--- config.mk ---
export PLATFORM = sky130hd
export DESIGN_NAME = mult_share_arbiter
export DESIGN_NICKNAME = d
export VERILOG_FILES = /design/src/rtl/mult_share_arbiter.sv
export SDC_FILE = /design/constraint.sdc
export NUM_CORES = 1
export LEC_CHECK = 0
export CAP_MARGIN = 25
export CORE_MARGIN = 1
export CORE_UTILIZATION = 41
export DETAILED_ROUTE_END_ITERATION = 6
export PLACE_DENSITY = 0.84
export RECOVER_POWER = 50
export SLEW_MARGIN = 20
export SYNTH_ARGS = -nofsm -noshare
export SYNTH_HDL_FRONTEND = slang
export SYNTH_SLANG_ARGS = --single-unit
--- constraint.sdc ---
create_clock -name clk -period 3.95 [get_ports clk]
set_input_delay 0.79 -clock clk [delete_from_list [all_inputs] [get_ports clk]]
set_output_delay 0.79 -clock clk [all_outputs]
set_load 0.005 [all_outputs]
--- src/rtl/mult_share_arbiter.sv ---
`default_nettype none
// ============================================================================
// Module  : mult_share_arbiter
// Brief   : Round-robin arbiter sharing one multiplier datapath between N_REQ
//           requesters. Optional WAIT watchdog via MULT_ARB_WDOG_EN.
// Revision: 1.0
// ============================================================================
module mult_share_arbiter #(
  parameter int N_REQ       = 4,
  parameter int WIDTH       = 16,
  parameter int WDOG_CYCLES = 64
) (
  input  logic                     clk,
  input  logic                     rst,
  input  logic [N_REQ-1:0]         req,
  input  logic [N_REQ*WIDTH-1:0]   a_in,
  input  logic [N_REQ*WIDTH-1:0]   b_in,
  output logic [N_REQ-1:0]         gnt,
  output logic [N_REQ-1:0]         rsp_valid,
  output logic [2*WIDTH-1:0]       rsp_data,
  output logic                     rsp_err,
  output logic                     dp_start,
  output logic [WIDTH-1:0]         dp_a,
  output logic [WIDTH-1:0]         dp_b,
  input  logic                     dp_done,
  input  logic [2*WIDTH-1:0]       dp_result,
  output logic                     busy,
  output logic [15:0]              job_cnt
);

  localparam int PTR_W = (N_REQ > 1) ? $clog2(N_REQ) : 1;

  typedef enum logic [1:0] {
    S_IDLE  = 2'd0,
    S_START = 2'd1,
    S_WAIT  = 2'd2,
    S_RESP  = 2'd3
  } state_t;

  state_t           r_state;
  state_t           w_next;
  logic [PTR_W-1:0] r_ptr;
  logic [PTR_W-1:0] r_g;
  logic [PTR_W-1:0] w_win;
  logic [PTR_W-1:0] w_idx;
  logic             w_found;
  logic             w_abort;

  // Search starts just after the last winner so every requester gets a turn.
  always_comb begin
    w_found = 1'b0;
    w_win   = '0;
    w_idx   = '0;
    for (int i = 1; i <= N_REQ; i++) begin
      w_idx = PTR_W'((int'(r_ptr) + i) % N_REQ);
      if (!w_found && req[w_idx]) begin
        w_found = 1'b1;
        w_win   = w_idx;
      end
    end
  end

  always_comb begin
    w_next = r_state;
    case (r_state)
      S_IDLE:  if (w_found) w_next = S_START;
      S_START: w_next = S_WAIT;
      S_WAIT:  if (dp_done || w_abort) w_next = S_RESP;
      S_RESP:  w_next = S_IDLE;
      default: w_next = S_IDLE;
    endcase
  end

  always_comb begin
    gnt       = '0;
    rsp_valid = '0;
    if (r_state == S_START) gnt[r_g] = 1'b1;
    if (r_state == S_RESP)  rsp_valid[r_g] = 1'b1;
  end

  assign dp_start = (r_state == S_START);
  assign busy     = (r_state != S_IDLE);

  always_ff @(posedge clk or negedge rst) begin
    if (!rst) begin
      r_state  <= S_IDLE;
      r_ptr    <= PTR_W'(N_REQ - 1);
      r_g      <= '0;
      dp_a     <= '0;
      dp_b     <= '0;
      rsp_data <= '0;
      job_cnt  <= '0;
    end else begin
      r_state <= w_next;
      case (r_state)
        S_IDLE: begin
          if (w_found) begin
            r_g  <= w_win;
            dp_a <= a_in[w_win*WIDTH +: WIDTH];
            dp_b <= b_in[w_win*WIDTH +: WIDTH];
          end
        end
        S_WAIT: begin
          if (dp_done)      rsp_data <= dp_result;
          else if (w_abort) rsp_data <= '0;
        end
        S_RESP: begin
          r_ptr   <= r_g;
          job_cnt <= job_cnt + 16'd1;
        end
        default: ;
      endcase
    end
  end

`ifdef MULT_ARB_WDOG_EN
  localparam int WDOG_W = $clog2(WDOG_CYCLES + 1);

  logic [WDOG_W-1:0] r_wdog;

  // Counter holds the number of completed WAIT cycles; a done in the last cycle still wins.
  assign w_abort = (r_state == S_WAIT) && !dp_done &&
                   (r_wdog == WDOG_W'(WDOG_CYCLES - 1));

  always_ff @(posedge clk or negedge rst) begin
    if (!rst) begin
      r_wdog  <= '0;
      rsp_err <= 1'b0;
    end else begin
      if (r_state == S_START)     r_wdog <= '0;
      else if (r_state == S_WAIT) r_wdog <= r_wdog + 1'b1;
      if (r_state == S_WAIT) begin
        if (dp_done)      rsp_err <= 1'b0;
        else if (w_abort) rsp_err <= 1'b1;
      end
    end
  end
`else
  assign w_abort = 1'b0;
  assign rsp_err = 1'b0;
`endif

endmodule
`default_nettype wire

==> impl.org, run 1 <==
** Clock tree
- # hold bufs at CTS :: 0
- TritonCTS built the clock tree.
- Insertion delay to the later sink of the worst-skew pair :: between 0.3 and 0.4 ns
- The tree is rooted in a clkbuf_8.
- Number of setup buffers added after CTS :: 0
- In this run the deepest clock path goes through 2 buffers.
- H-tree Lvls :: 3
- CTS Buf Count :: 9
- Clock sinks :: 86
- Clock-pin slew reported for the worst setup and hold paths after clock tree synthesis :: about 0.09 ns
- Once the clock tree was built, the resizer swapped 0 gates to a different size.

** Timing
- Final hold analysis gives a worst-case slack of 0.4777 ns.
- Setup repair after global routing left no endpoint under its margin.
- Total count of hold-check failures in the final report :: 0
- Clock period minus worst slack :: approximately 2.9 ns
- Highest Clock Rate :: 346.0 MHz
- At the pin with the least slew margin, the transition time is between 1.5 and 2 ns.
- Finish-stage setup viols :: 0
- Rel. slew slack :: -30.01%
- Across the routed clock network, the largest skew measured is 0.01091 ns.
- In the finished design, the share of the clock period the worst path needs comes to 73.17%.
- The final max-slew violation count was approximately 110.
- Total negative slack for setup checks :: 0 ns

** Yosys
- The commonest cells after synthesis are 84 x dfrtp_1, 64 x mux2i_1, 46 x nand2_1.
- Library cell with the highest instance count after synthesis :: dfrtp_1
- Syn Area/Cell :: 12.12 um^2
- After synthesis, the largest family of logic cells by area is multiplexers.
- Ys async rst share :: 100.0%
- Synthesis produced a netlist with a net count of between 500 and 600.
- Synthesized cell area :: about 4400 um^2
- Counting distinct cell types in the post-synthesis netlist gives 35.
- After synthesis, the cell types taking the most area are dfrtp_1 48%, mux2i_1 15%, mux2_2 8.8%.
- EDFF count, synth :: 0
- XOR/XNOR Fraction of Synth Area :: about 3.0%
- During synthesis, Yosys emitted a total of 0 warnings.
- The top cell type by area accounts for 48.19% of the synthesized area.
- Post-synthesis share of cell area spent on and, or, nand and nor gates :: 8.864%
- Area share of fa/ha/maj cells after synthesis :: 1.721%
- Of the synthesized area, sequential elements account for between 40% and 50%.
- Number of standard cells after synthesis :: 360
- The biggest area contributor in the post-synthesis netlist is dfrtp_1.
- For this run, the leading register cell type out of synthesis is dfrtp_1.
- FF+latch count, synth :: 86
- Area fraction in compound gates after synthesis :: around 8.2%
- After synthesis, the share of cell area in mux cells is a little under a quarter.

** GRT
- For this run, the total global-route usage over all layers was measured as between 20% and 30%.
- Summed over all layers, the global routing overflow is 0.
- Pin count of the biggest net entering global routing :: between 70 and 80
- The number of antenna violations at the first check in global routing came to 1.
- Via count of the first global-routing pass :: 3945
- First-pass GRT wire length :: between 20 and 25 mm

** Place
- Half-perimeter wire length of the detailed placement result :: roughly 11 mm
- Buffers placed on the I/O ports in this run total 256.
- Routability-driven placement finished with a final weighted congestion of a little over 0.9.

** Detailed routing
- After detailed routing, the average wire length per cell comes to roughly 18 um.
- After detailed routing, the total wire length is 13.76 mm.
- In this run, the number of DRC markers left after iteration 0 of detailed routing was ~170.
- Vias per inst :: around 5.2
- Total iterations of the first detailed-routing run :: 4
- Via count :: roughly 3.9k
- In this run the remaining antenna-violating nets after routing total 0.
- In the routed design, unresolved DRC markers number 0.

** Floorplan
- Ports placed on the boundary :: roughly 260
- The die covers between 10000 and 15000 um^2.
- Initial Util :: a little over two fifths
- The initialized floorplan defines 37 standard-cell rows.
- The die is 105.1 um tall.
- From left edge to right edge, the die measures ~110 um.
- Core Box Area :: ~10000 um^2

** Setup path
- Critical path class :: in -> reg
- STA classifies the critical path endpoint as a flop.
- Startpoint type of the worst setup path :: input port
- Worst-path maximum fanout :: 32
- Data on the critical path arrives at its endpoint at roughly 3.1 ns.
- Data required time of the critical path :: 4.16 ns

** Power and ir drop
- Ratio of total power to cell area :: between 600 and 700 nW/um^2
- Summed over all cells, the static leakage comes to between 3 and 4 nW.
- Total power for the finished layout comes to 4.479 mW.
- Peak ir drop on the vdd network :: between 300 and 400 uV

** Outcome
- Status :: finished with violations
- The checks that failed: max-capacitance violations, max-slew violations.

** Cells and area
- The post-route netlist has under 10% of its cells at a drive strength greater than 1.
- The net count of the finished layout is 781.
- Filler Cell Count :: just under 800
- Utilization after layout :: between 60% and 70%
- Relative to the synthesized area, the layout overhead comes to 63.83%.

** Run
- Max_cap viols :: 2

** Min path
- Hold crit path type :: reg -> reg
[flip-flops by register name (all words and copies together), names as in the netlist]
name	flops
job_cnt	16
dp_a	16
r_state	2
r_ptr	2
dp_b	16
r_g	2
rsp_data	32
[logic make-up (layout without fill, tap and decap cells)]
family                     after synthesis  in the layout
other                                    1              2
buffers and inverters                   31            284
xor gates and xnor gates                15             15
AOI/OAI and AO/OA                       42             42
adders and majority gates                6              6
DFF                                     86             86
and+or+nand+nor                         81             81
muxes                                   98             98
[per-stage QoR]
stage	cells	worst slack, ns	cell area [um^2]
after floorplan	360	1.885	4362
after global placement	733	1.094	6955
after detailed placement	733	1.024	6955
after CTS	749	1.203	7153
after global routing	750	0.8922	7146
final	750	1.060	7146
[metal layers]
| layer | part of all wire [%] | wire length, um | track usage, % |
|---|---|---|---|
| met1 | 36 | 4988 | 27.80 |
| met2 | 52 | 7181 | 42.76 |
| met3 | 9.6 | 1326 | 9.170 |
| met4 | 1.9 | 258 | 8.350 |
| met5 | 0 | 0 | 0 |
[cell type report]
cell class	count	area [um^2]	share of cell area, %
diodes	1	2.502	0.03502
repair buffers	262	2608	36.49
flip-flops and latches	86	2155	30.15
clock inverters	6	70.07	0.9806
inverters	6	22.52	0.3152
well taps	136	170.2	2.381
clock buffers	10	127.6	1.786
multi-input cells	243	1991	27.86
[worst max-delay path, stage by stage]
cell and delay, ns:
dlygate4sd3_1 0.55, nand2_1 0.07, clkbuf_1 1.23, mux2_2 0.45
[power breakdown]
group          switching (mW)  internal [mW]
Clock                   0.326          0.297
Sequential              0.260           1.28
Combinational           0.924           1.39
Total                    1.51           2.97
[final timing paths]
path / startpoint / end / slack, ns / cells after the start
min in group asynchronous: rst / job_cnt[10] / 0.94 / 1
hold reg to reg: job_cnt[15] / job_cnt[15] / 0.48 / 1
hold / removal: job_cnt[15] / job_cnt[15] / 0.48 / 1
setup reg to reg: r_state[0] / rsp_data[2] / 1.34 / 5
max in group asynchronous: rst / dp_b[10] / 1.68 / 2
setup / recovery: dp_done / rsp_data[2] / 1.06 / 4
[cells in the final DEF (no fill, tap or decap), types with 4 or more instances in the layout]
cell type and count:
and4_1 4, clkbuf_8 9, clkdlybuf4s50_1 253, dfrtp_1 84
ha_1 6, inv_1 6, mux2_2 33, mux2i_1 64
nand2_1 46, nand3_1 5, nand4_1 4, nor2_1 8
o221ai_1 32, xnor2_1 11, xor2_1 4
Power figures use the tool's default switching activity.
==> run 2: changes to the inputs <==
--- a/config.mk
+++ b/config.mk
@@ -7,9 +7,9 @@
 export LEC_CHECK = 0
 export CAP_MARGIN = 25
 export CORE_MARGIN = 1
-export CORE_UTILIZATION = 41
+export CORE_UTILIZATION = 38
 export DETAILED_ROUTE_END_ITERATION = 6
-export PLACE_DENSITY = 0.84
+export PLACE_DENSITY = 0.78
 export RECOVER_POWER = 50
 export SLEW_MARGIN = 20
 export SYNTH_ARGS = -nofsm -noshare
==> constraint.sdc (replaced) <==
create_clock -name clk -period 3 [get_ports clk]
set_input_delay 0.6 -clock clk [delete_from_list [all_inputs] [get_ports clk]]
set_output_delay 0.6 -clock clk [all_outputs]
set_load 0.005 [all_outputs]
==> impl.org, run 2 (synthesized netlist as in run 1, its figures left out) <==
** Outcome
- Status: completed (was finished with violations).

** Detailed routing
- The final routed wire length divided by cell count came to 18.11 um (was 18.34 um).
- Routed Antenna Nets :: 0 (unchanged)
- Vias per inst :: 5.074 (was 5.196)
- The sum of routed wire length over all layers came to 13.71 mm (was 13.76 mm).
- The initial detailed-routing violation count is 152 (was 168).
- Total iterations of the first detailed-routing run :: 4 (unchanged)
- DRC violations left :: 0 (unchanged)
- The via count of the routed design was 3841 (was 3897).

** Setup path
- Data required time of the critical path :: 2.40 ns (was 4.16 ns)
- The largest driver fanout on the critical path came to 12 (was 32).
- The kind of critical path is reg -> out (was in -> reg).
- Startpoint type of the worst setup path :: flop (was input port)
- Launch point of the worst reg-to-reg path :: r_ptr[0] (was r_state[0])
- Signal arrival time at the worst endpoint :: 1.96 ns (was 3.10 ns)
- The worst reg2reg path depth was 6 (was 5).
- Critical register-to-register path endpoint :: dp_a[9] (was rsp_data[2])
- The type of destination of the critical path is an output port (was flop).
- The setup slack of the most critical reg-to-reg path was 0.87 ns (was 1.34 ns).

** Power and ir drop
- The static leakage is 3.131 nW (was 3.044 nW).
- The worst voltage drop across the vdd grid is 584.0 uV (was 399.7 uV).
- The total power divided by cell area came to 865.3 nW/um^2 (was 626.8 nW/um^2).

** GRT
- Pin count of the biggest net entering global routing :: 46 (was 79)
- Antenna violations before repair :: 0 (was 1)
- First-pass GRT wire length :: 20.30 mm (was 21.03 mm)
- Via count of the first global-routing pass :: 4070 (was 3945)
- Tot GR Track Use :: 22.72% (was 24.64%)
- Congestion Overflow GR :: 0 (unchanged)

** Floorplan
- Ports placed on the boundary :: 258 (unchanged)
- The initial standard-cell utilization of the core came to 39.54% (was 42.25%).
- The chip width is 109.1 um (was 105.1 um).
- Die height :: 109.1 um (was 105.1 um)
- The die area is 11910 um^2 (was 11050 um^2).
- Core Box Area :: 11030 um^2 (was 10320 um^2)
- The row count was 38 (was 37).

** Timing
- The total negative slack was 0 ns (unchanged).
- Rel. slew slack :: 24.04% (was -30.01%)
- Final clock period utilization by the worst path :: 85.42%
- The transition time at the pin with the least slew margin came to 1.139 ns (was 1.950 ns).
- Based on the critical path, the design can be clocked at up to ~400 MHz.
- Pins Over Slew Limit :: 0 (was 112)
- Skew final :: 0.005827 ns (was 0.01091 ns)
- Total count of hold-check failures in the final report :: 0 (unchanged)
- RSZ-0062 raised after global routing :: false (unchanged)
- Finish-stage setup viols :: 0 (unchanged)
- The clock period could shrink to 2.563 ns.

** Cells and area
- The fraction of layout instances using a drive strength above 1 was 10.70% (was 9.625%).
- Most frequent standard cell in the layout excluding fill and tap cells :: clkdlybuf4s50_1 (unchanged)
- Top register by number of flip-flops :: rsp_data (unchanged)
- Commonest cells after routing, fill and taps aside :: 254 x clkdlybuf4s50_1, 84 x dfrtp_1, 64 x mux2i_1, 46 x nand2_1, 34 x mux2_2 (was 253 x clkdlybuf4s50_1, 84 x dfrtp_1, 64 x mux2i_1, 46 x nand2_1, 33 x mux2_2)
- The number of fillers in the final layout is 878 (was 773).
- The number of inserted diodes is 0 (was 1).
- The number of nets at the end of the flow was 785 (was 781).
- Utilization after layout :: 66.31% (was 69.22%)
- Flip-flop count of the largest register after layout :: 32 (unchanged)
- Area delta synth->final :: 67.70% (was 63.83%)
- Post-route insts no fill :: 757 (was 750)

** Clock tree
- Number of cells upsized or downsized after cts :: 0 (unchanged)
- The buffer depth of the longest clock path is 2 (unchanged).
- The maximum level of the CTS H-tree is 3 (unchanged).
- Number of setup buffers added after CTS :: 0 (unchanged)
- CTS Buf Count :: 9 (unchanged)
- Clock-pin slew reported for the worst setup and hold paths after clock tree synthesis :: 0.07 ns (was 0.09 ns)
- The clock root buffer was clkbuf_16 (was clkbuf_8).
- The TritonCTS clock tree is built (unchanged).
- # hold bufs at CTS :: 0 (unchanged)
- Clock sinks :: 86 (unchanged)
- The clock network latency to the later pin of the worst-skew pair was 0.34 ns (about the same).

** Place
- The half-perimeter wire length of the detailed placement result is 10.32 mm (was 10.63 mm).
- Cell Count Post-Placement :: 741 (was 733)
- Number of input and output port buffers inserted :: 256 (unchanged)
- The global placer's final weighted congestion came to 0.7573 (was 0.9105).

** Min path
- Hold crit path type :: in -> async (was reg -> reg)

** Run
- The max-capacitance violation count was 0 (was 2).
-- run 2: cell count changes in the layout (fill, tap and decap cells not counted), sizes merged --
cell / delta
buf: +3
bufinv: +1
clkdlybuf4s50: +1
clkinv: +2
clkinvlp: -1
diode: -1
dlygate4sd3: -1
inv: -1
-- run 2: power by group --
part           switching (mW)  internal (mW)
Clock                   0.488          0.733
Combinational            1.21           1.86
Sequential              0.347           1.69
-- run 2: per-layer routing --
layer / vias up / GRT usage, % / share of wire (%)
met1: 1837 / 23.91 / 37
li1: 1812 / - / -
met3: 16 / 9.504 / 12
met2: 176 / 39.85 / 50
met5: - / 0 / 0
met4: 0 / 9.170 / 1.9
-- run 2: critical path, stage by stage, from the launching register on --
cell             delay (ns)
dfrtp_1                0.40
ha_1                   0.43
nor3b_1                0.24
clkdlybuf4s50_1        0.54
-- run 2: how the worst max path moves through the flow --
| stage | cells after the start | slack (ns) | endpoint | start |
|---|---|---|---|---|
| floorplan | 6 | 1.13 | dp_a[14] | req[3] |
| global placement | 6 | 0.35 | dp_b[12] | req[3] |
| detailed placement | 6 | 0.24 | dp_a[10] | req[3] |
| CTS | 3 | 0.40 | rsp_valid[0] | r_state[0] |
| global route | 4 | 0.25 | rsp_valid[1] | r_state[0] |
| finish | 3 | 0.44 | rsp_valid[0] | r_state[0] |
-- run 2: area by class of cell --
| type | count | area (um^2) | area share, % |
|---|---|---|---|
| inverters | 6 | 22.52 | 0.3079 |
| flip-flops and latches | 86 | 2155 | 29.46 |
| multi-input cells | 243 | 1991 | 27.22 |
| clock buffers | 9 | 225.2 | 3.079 |
| clock inverters | 7 | 97.59 | 1.334 |
| well taps | 140 | 175.2 | 2.395 |
| repair buffers | 266 | 2649 | 36.21 |
-- run 2: through the flow --
| step | hold slack (ns) | cell area, um^2 | setup WS (ns) | total power, mW |
|---|---|---|---|---|
| 6_report | 0.4449 | 7315 | 0.4373 | 6.329 |
| 5_1_grt | 0.5090 | 7315 | 0.2524 | 6.739 |
| 4_1_cts | 0.2564 | 7338 | 0.4037 | 6.431 |
| 3_5_place_dp | 0.4701 | 7015 | 0.2371 | 5.167 |
| 3_3_place_gp | 0.4624 | 7015 | 0.3541 | 5.055 |
| 2_1_floorplan | 0.3044 | 4362 | 1.125 | 3.587 |
